**src/rtl/fwd_scoreboard.sv**
```systemverilog
// fwd_scoreboard: EX-stage operand forwarding and hazard detection with a
// per-register pending scoreboard for long-latency operations.
// Optional feature macro: FWD_PERF_CNT_EN (stall-cause cycle counters).
module fwd_scoreboard #(
  parameter int XLEN    = 32,
  parameter int NREG    = 32,
  parameter int NSRC    = 2,
  parameter int MAX_OUT = 4,
  localparam int RW     = $clog2(NREG),
  localparam int CW     = $clog2(MAX_OUT + 1)
) (
  input  logic                 clk,
  input  logic                 rstn,
  input  logic [NSRC*RW-1:0]   ex_rs,
  input  logic [NSRC-1:0]      ex_rs_used,
  input  logic [RW-1:0]        ex_rd,
  input  logic                 ex_reg_write,
  input  logic                 mem_reg_write,
  input  logic [RW-1:0]        mem_rd,
  input  logic [XLEN-1:0]      mem_data,
  input  logic                 mem_data_ready,
  input  logic                 wb_reg_write,
  input  logic [RW-1:0]        wb_rd,
  input  logic [XLEN-1:0]      wb_data,
  input  logic                 lr_issue_valid,
  input  logic [RW-1:0]        lr_issue_rd,
  output logic                 lr_issue_ready,
  input  logic                 lr_done_valid,
  input  logic [RW-1:0]        lr_done_rd,
  input  logic [XLEN-1:0]      lr_done_data,
  output logic [NSRC*2-1:0]    fwd_sel,
  output logic [NSRC*XLEN-1:0] fwd_data,
  output logic                 stall,
  output logic [NREG-1:0]      busy,
  output logic [CW-1:0]        out_cnt,
  output logic                 sb_err,
  output logic [31:0]          perf_raw,
  output logic [31:0]          perf_load,
  output logic [31:0]          perf_waw
);

  localparam logic [RW-1:0]   RZERO = {RW{1'b0}};
  localparam logic [NREG-1:0] ONE_HOT0 = {{(NREG-1){1'b0}}, 1'b1};

  logic [NREG-1:0] r_busy;
  logic [CW-1:0]   r_out_cnt;
  logic            r_sb_err;

  logic [NSRC-1:0] w_lu;
  logic [NSRC-1:0] w_raw;
  logic            w_waw;
  logic            w_lu_any;
  logic            w_raw_any;
  logic            w_done_hit;
  logic            w_done_err;
  logic            w_cnt_full;
  logic            w_issue_acc;
  logic [NREG-1:0] w_set_mask;
  logic [NREG-1:0] w_clr_mask;
  logic [NREG-1:0] w_busy_nxt;

  // A completion only retires a register that is actually pending; r0 is ignored.
  assign w_done_hit = lr_done_valid & (lr_done_rd != RZERO) & r_busy[lr_done_rd];
  assign w_done_err = lr_done_valid & (lr_done_rd != RZERO) & ~r_busy[lr_done_rd];

  genvar g;
  generate
    for (g = 0; g < NSRC; g = g + 1) begin : g_src
      logic [RW-1:0]   w_rs;
      logic            w_act;
      logic            w_mem_m;
      logic            w_wb_m;
      logic            w_lr_m;
      logic [1:0]      w_sel;
      logic [XLEN-1:0] w_data;

      assign w_rs    = ex_rs[g*RW +: RW];
      assign w_act   = ex_rs_used[g] & (w_rs != RZERO);
      assign w_mem_m = w_act & mem_reg_write & (mem_rd == w_rs);
      assign w_wb_m  = w_act & wb_reg_write & (wb_rd == w_rs);
      assign w_lr_m  = w_act & lr_done_valid & (lr_done_rd == w_rs);

      // Load-use fires on any MEM match whose load data has not returned yet.
      assign w_lu[g]  = w_mem_m & ~mem_data_ready;
      // RAW only when nothing in flight can supply the value and it is pending.
      assign w_raw[g] = w_act & ~w_mem_m & ~w_wb_m & ~w_lr_m & r_busy[w_rs];

      // Operand source priority: MEM, then WB, then LR completion, else regfile.
      always_comb begin
        w_sel  = 2'd0;
        w_data = {XLEN{1'b0}};
        if (w_mem_m) begin
          w_sel  = 2'd1;
          w_data = mem_data;
        end else if (w_wb_m) begin
          w_sel  = 2'd2;
          w_data = wb_data;
        end else if (w_lr_m) begin
          w_sel  = 2'd3;
          w_data = lr_done_data;
        end else begin
          w_sel  = 2'd0;
          w_data = {XLEN{1'b0}};
        end
      end

      assign fwd_sel[g*2 +: 2]     = w_sel;
      assign fwd_data[g*XLEN +: XLEN] = w_data;
    end
  endgenerate

  assign w_lu_any  = |w_lu;
  assign w_raw_any = |w_raw;
  // WAW is cleared when the pending destination completes in this same cycle.
  assign w_waw = ex_reg_write & (ex_rd != RZERO) & r_busy[ex_rd]
               & ~(lr_done_valid & (lr_done_rd == ex_rd));
  assign stall = w_lu_any | w_raw_any | w_waw;

  assign w_cnt_full     = (r_out_cnt == CW'(MAX_OUT));
  assign lr_issue_ready = ~(r_busy[lr_issue_rd] & ~(lr_done_valid & (lr_done_rd == lr_issue_rd)))
                        & ~(w_cnt_full & ~w_done_hit)
                        & ~stall;
  assign w_issue_acc    = lr_issue_valid & lr_issue_ready & (lr_issue_rd != RZERO);

  // Set after clear so a same-cycle issue and completion to one rd leaves it pending.
  assign w_set_mask = w_issue_acc ? (ONE_HOT0 << lr_issue_rd) : {NREG{1'b0}};
  assign w_clr_mask = w_done_hit  ? (ONE_HOT0 << lr_done_rd)  : {NREG{1'b0}};
  assign w_busy_nxt = (r_busy & ~w_clr_mask) | w_set_mask;

  // Scoreboard state: pending bits, outstanding count and sticky protocol error.
  always_ff @(posedge clk or negedge rstn) begin
    if (!rstn) begin
      r_busy    <= {NREG{1'b0}};
      r_out_cnt <= {CW{1'b0}};
      r_sb_err  <= 1'b0;
    end else begin
      r_busy <= w_busy_nxt;
      case ({w_issue_acc, w_done_hit})
        2'b10:   r_out_cnt <= r_out_cnt + CW'(1);
        2'b01:   r_out_cnt <= r_out_cnt - CW'(1);
        default: r_out_cnt <= r_out_cnt;
      endcase
      if (w_done_err) begin
        r_sb_err <= 1'b1;
      end else begin
        r_sb_err <= r_sb_err;
      end
    end
  end

  assign busy    = r_busy;
  assign out_cnt = r_out_cnt;
  assign sb_err  = r_sb_err;

`ifdef FWD_PERF_CNT_EN
  logic [31:0] r_perf_raw;
  logic [31:0] r_perf_load;
  logic [31:0] r_perf_waw;

  // Saturating per-cause stall cycle counters; causes may overlap.
  always_ff @(posedge clk or negedge rstn) begin
    if (!rstn) begin
      r_perf_raw  <= 32'd0;
      r_perf_load <= 32'd0;
      r_perf_waw  <= 32'd0;
    end else begin
      if (w_raw_any && (r_perf_raw != 32'hFFFF_FFFF)) begin
        r_perf_raw <= r_perf_raw + 32'd1;
      end
      if (w_lu_any && (r_perf_load != 32'hFFFF_FFFF)) begin
        r_perf_load <= r_perf_load + 32'd1;
      end
      if (w_waw && (r_perf_waw != 32'hFFFF_FFFF)) begin
        r_perf_waw <= r_perf_waw + 32'd1;
      end
    end
  end

  assign perf_raw  = r_perf_raw;
  assign perf_load = r_perf_load;
  assign perf_waw  = r_perf_waw;
`else
  assign perf_raw  = 32'd0;
  assign perf_load = 32'd0;
  assign perf_waw  = 32'd0;
`endif

endmodule

```
**config.mk**
```make
export PLATFORM = sky130hd
export DESIGN_NAME = fwd_scoreboard
export DESIGN_NICKNAME = d
export VERILOG_FILES = /design/src/rtl/fwd_scoreboard.sv
export SDC_FILE = /design/constraint.sdc
export NUM_CORES = 1
export LEC_CHECK = 0
export ABC_CLOCK_PERIOD_IN_PS = 7700
export CAP_MARGIN = 20
export CELL_PAD_IN_SITES_DETAIL_PLACEMENT = 0
export CELL_PAD_IN_SITES_GLOBAL_PLACEMENT = 1
export CORE_ASPECT_RATIO = 1.1
export CORE_UTILIZATION = 29
export CTS_CLUSTER_DIAMETER = 60
export DETAILED_ROUTE_END_ITERATION = 6
export GPL_ROUTABILITY_DRIVEN = 0
export PLACE_DENSITY_LB_ADDON = 0.1
export SLEW_MARGIN = 20
export SYNTH_ARGS = -nofsm -noshare
export SYNTH_HDL_FRONTEND = slang
export SYNTH_SLANG_ARGS = --single-unit
export TNS_END_PERCENT = 1
```
**constraint.sdc**
```tcl
create_clock -name clk -period 7.7 [get_ports clk]
set_input_delay 2.31 -clock clk [delete_from_list [all_inputs] [get_ports clk]]
set_output_delay 2.31 -clock clk [all_outputs]
set_load 0.005 [all_outputs]
```
==> flow_summary.json <==
{
  "status": "finished clean",
  "drive_gt1_share_pct": 10.34,
  "crit_path_start_kind": "input pin",
  "period_needed_ns": 7.516,
  "pre_cts_ws_ns": 0.05219,
  "viasPerCell": 5.395,
  "rsz0062_at_grt": "false",
  "detail-route-antenna-nets": 0,
  "fin_ws_ns": 0.1837,
  "root_buffer": "clkbuf_16",
  "crit_required_ns": 5.39,
  "grt_use_total_pct": 24.38,
  "ir_drop_mv": 0.1685,
  "coreArea_um2": 20070,
  "crit_slowest_cell": "clkdlybuf4s50_1",
  "max_freq_ghz": 0.1330,
  "grt_pass1_wl_mm": 40.37,
  "slew_headroom_pct": 54.56,
  "synth_edf_count": 0,
  "vias": 6593,
  "cts_buffers": 5,
  "ys_top_cells_by_area": "dfrtp_1, mux4_2, buf_4",
  "rows": 54,
  "ys_ff_latch": 36,
  "grt_max_degree": 67,
  "overflow": 0,
  "multi_input_area_um2": 4437,
  "cp_max_fo": 9,
  "fin_tns_setup_ns": 0,
  "fillers": 2057,
  "netlist_area_um2": 6025,
  "grt_pass1_vias": 6370,
  "clk_pin_slew_ns": 0.06,
  "hp-start": "sb_err$_DFFE_PN0P_",
  "critPathKind": "input pin to output pin",
  "min_path_type": "flip-flop to flip-flop",
  "maxCapViolations": 0,
  "seq_area_um2": 900.9,
  "remaining_drc_errors": 0,
  "crit_arrival_ns": 5.21,
  "dp_hpwl_mm": 20.39,
  "die_x_um": 139.4,
  "start_util_pct": 30.02,
  "clock_sinks": 36,
  "crit_path_cell_trace": "clkdlybuf4s50_1 > buf_12 > mux4_2 > a32o_1 > or4_1 > nand3_2 > o2111ai_4 > nor3_2 > clkdlybuf4s50_1",
  "syn_to_final_growth_pct": 44.44,
  "finalSetupViolCount": 0,
  "hold_buffers": 0,
  "ys_seq_area_share_pct": 14.95,
  "nets": 1112,
  "critPathLaunch": "ex_rd[1]",
  "synth.most_common_cell": "buf_4",
  "power.leakage_nw": 3.103,
  "yosys_warnings": 0,
  "finClkSkew_ns": 0.004641,
  "synth.avg_cell_area_um2": 7.969,
  "synthFlopType": "dfrtp_1",
  "cts_tree": "done",
  "port_buffers": 246,
  "antenna_found_initial": 4,
  "drtPass1Iterations": 5,
  "async_flop_share_pct": 100.0,
  "reg2reg_from": "busy[15]$_DFF_PN0_",
  "hold_viol_final": 0,
  "h-tree-depth": 2,
  "power.density_nw_per_um2": 147.3,
  "drt_iter0_drc": 443,
  "synth.top_cells.by_count": "buf_4, nand2_1, o21ai_0, a22oi_1, clkbuf_1",
  "cts_buffer_depth": 2,
  "slew_violations": 0,
  "synth_top_cell_area_share_pct": 14.95,
  "die_area_um2": 21360,
  "yosys.area.top_type": "dfrtp_1",
  "worst_slew_pin_slew_ns": 0.6800,
  "num_io_pins": 343,
  "wl_mm": 26.71,
  "period_share_pct": 97.61,
  "die_y_um": 153.2,
  "max_stage_delay_ns": 0.54,
  "clock_latency_ns": 0.29,
  "syn_inst": 756,
  "crit_path_frequent_cell": "clkdlybuf4s50_1",
  "wl_per_cell_um": 21.86,
  "end_kind": "output pin",
  "synthDistinctLibCells": 58
}
power breakdown:
part           switching, W  internal, W
combinational      0.000298     0.000398
sequential         0.000145     0.000249
clock             0.0000766     0.000114
registers in the layout (all words and copies together), names as in the netlist:
register,count
sb_err,1
out_cnt,3
busy,32
routing by layer:
metal | GRT usage (%) | vias to the layer above | part of all wire [%]
met5 | 0 | - | 0.034
li1 | - | 3073 | -
met1 | 31.23 | 3194 | 41
met2 | 42.93 | 293 | 51
met3 | 3.289 | 31 | 6.4
met4 | 5.926 | 2 | 1.7
layout make-up:
class	count	area share, %
Antenna cell	3	0.08627
Clock buffer	5	1.438
Inverter	11	0.4745
Multi-Input combinational cell	634	50.98
Sequential cell	36	10.35
Tap cell	252	3.623
Timing Repair Buffer	281	33.04
what timing repair did:
item / CTS / global route
buffers inserted: 0 / 0
endpoints found under the setup margin: 0 / 1
endpoints found under the hold margin: 0 / 0
resized for setup: 0 / 1
worst max-delay path, delay by kind of cell:
kind	cells	cell delay, ns
AO/OA/AOI/OAI	2	0.43
AND/OR/NAND/NOR	3	0.78
multiplexers	1	0.49
buffers and inverters	3	1.18
cell usage in the layout, fill, tap and decap left out, drive strengths merged, types with 5 or more instances in the layout:
cell / synthesis / final
clkdlybuf4s50: 0 / 246
conb: 1 / 96
nand2: 87 / 87
o21ai: 65 / 65
a22oi: 58 / 58
o31ai: 47 / 47
dfrtp: 36 / 36
buf: 120 / 35
mux4: 33 / 33
or3: 29 / 29
xor2: 26 / 26
o41ai: 19 / 19
mux2i: 19 / 19
nand3: 19 / 19
xnor2: 17 / 17
nor2: 17 / 17
inv: 11 / 11
mux2: 9 / 9
or2: 8 / 8
a21oi: 8 / 8
nand2b: 8 / 8
nor2b: 7 / 7
nor4: 6 / 6
or4: 6 / 6
nor3: 6 / 6
nand4: 5 / 5
clkbuf: 50 / 5
path summary, 6_finish.rpt:
check	cells after the start	slack, ns	endpoint
setup reg to reg	13	3.95	out_cnt[2]$_DFFE_PN0P_
max in group asynchronous	2	4.91	busy[2]$_DFF_PN0_
hold / removal	1	0.46	sb_err$_DFFE_PN0P_
setup / recovery	9	0.18	lr_issue_ready
min in group asynchronous	2	2.44	sb_err$_DFFE_PN0P_
hold reg to reg	1	0.46	sb_err$_DFFE_PN0P_
kinds of logic (layout without fill, tap and decap cells):
logic type      count (synthesis)  after routing  share of synthesized area, %
buf+inv                       181            297                         17.88
compound gates                222            222                         25.73
flops                          36             36                         14.95
xor+xnor                       43             43                         6.251
other cells                     1             99                       0.06225
simple gates                  210            210                         17.40
mux                            61             61                         17.18
fa+ha+maj                       2              2                        0.5400
metrics by stage:
stage          util, %  power (W)  hold slack (ns)  instances  instance area (um2)
6_report         43.37   0.001282           0.4600       1222                 8702
5_1_grt          43.35   0.001352           0.4855       1221                 8700
4_1_cts          43.30   0.001279           0.4689       1219                 8690
3_5_place_dp     42.68   0.001085           0.4501       1214                 8564
3_3_place_gp     42.68   0.001089           0.4507       1214                 8564
2_1_floorplan        -  0.0007320           0.4510        851                 6381
No activity file was read; power rests on OpenSTA's default activity.
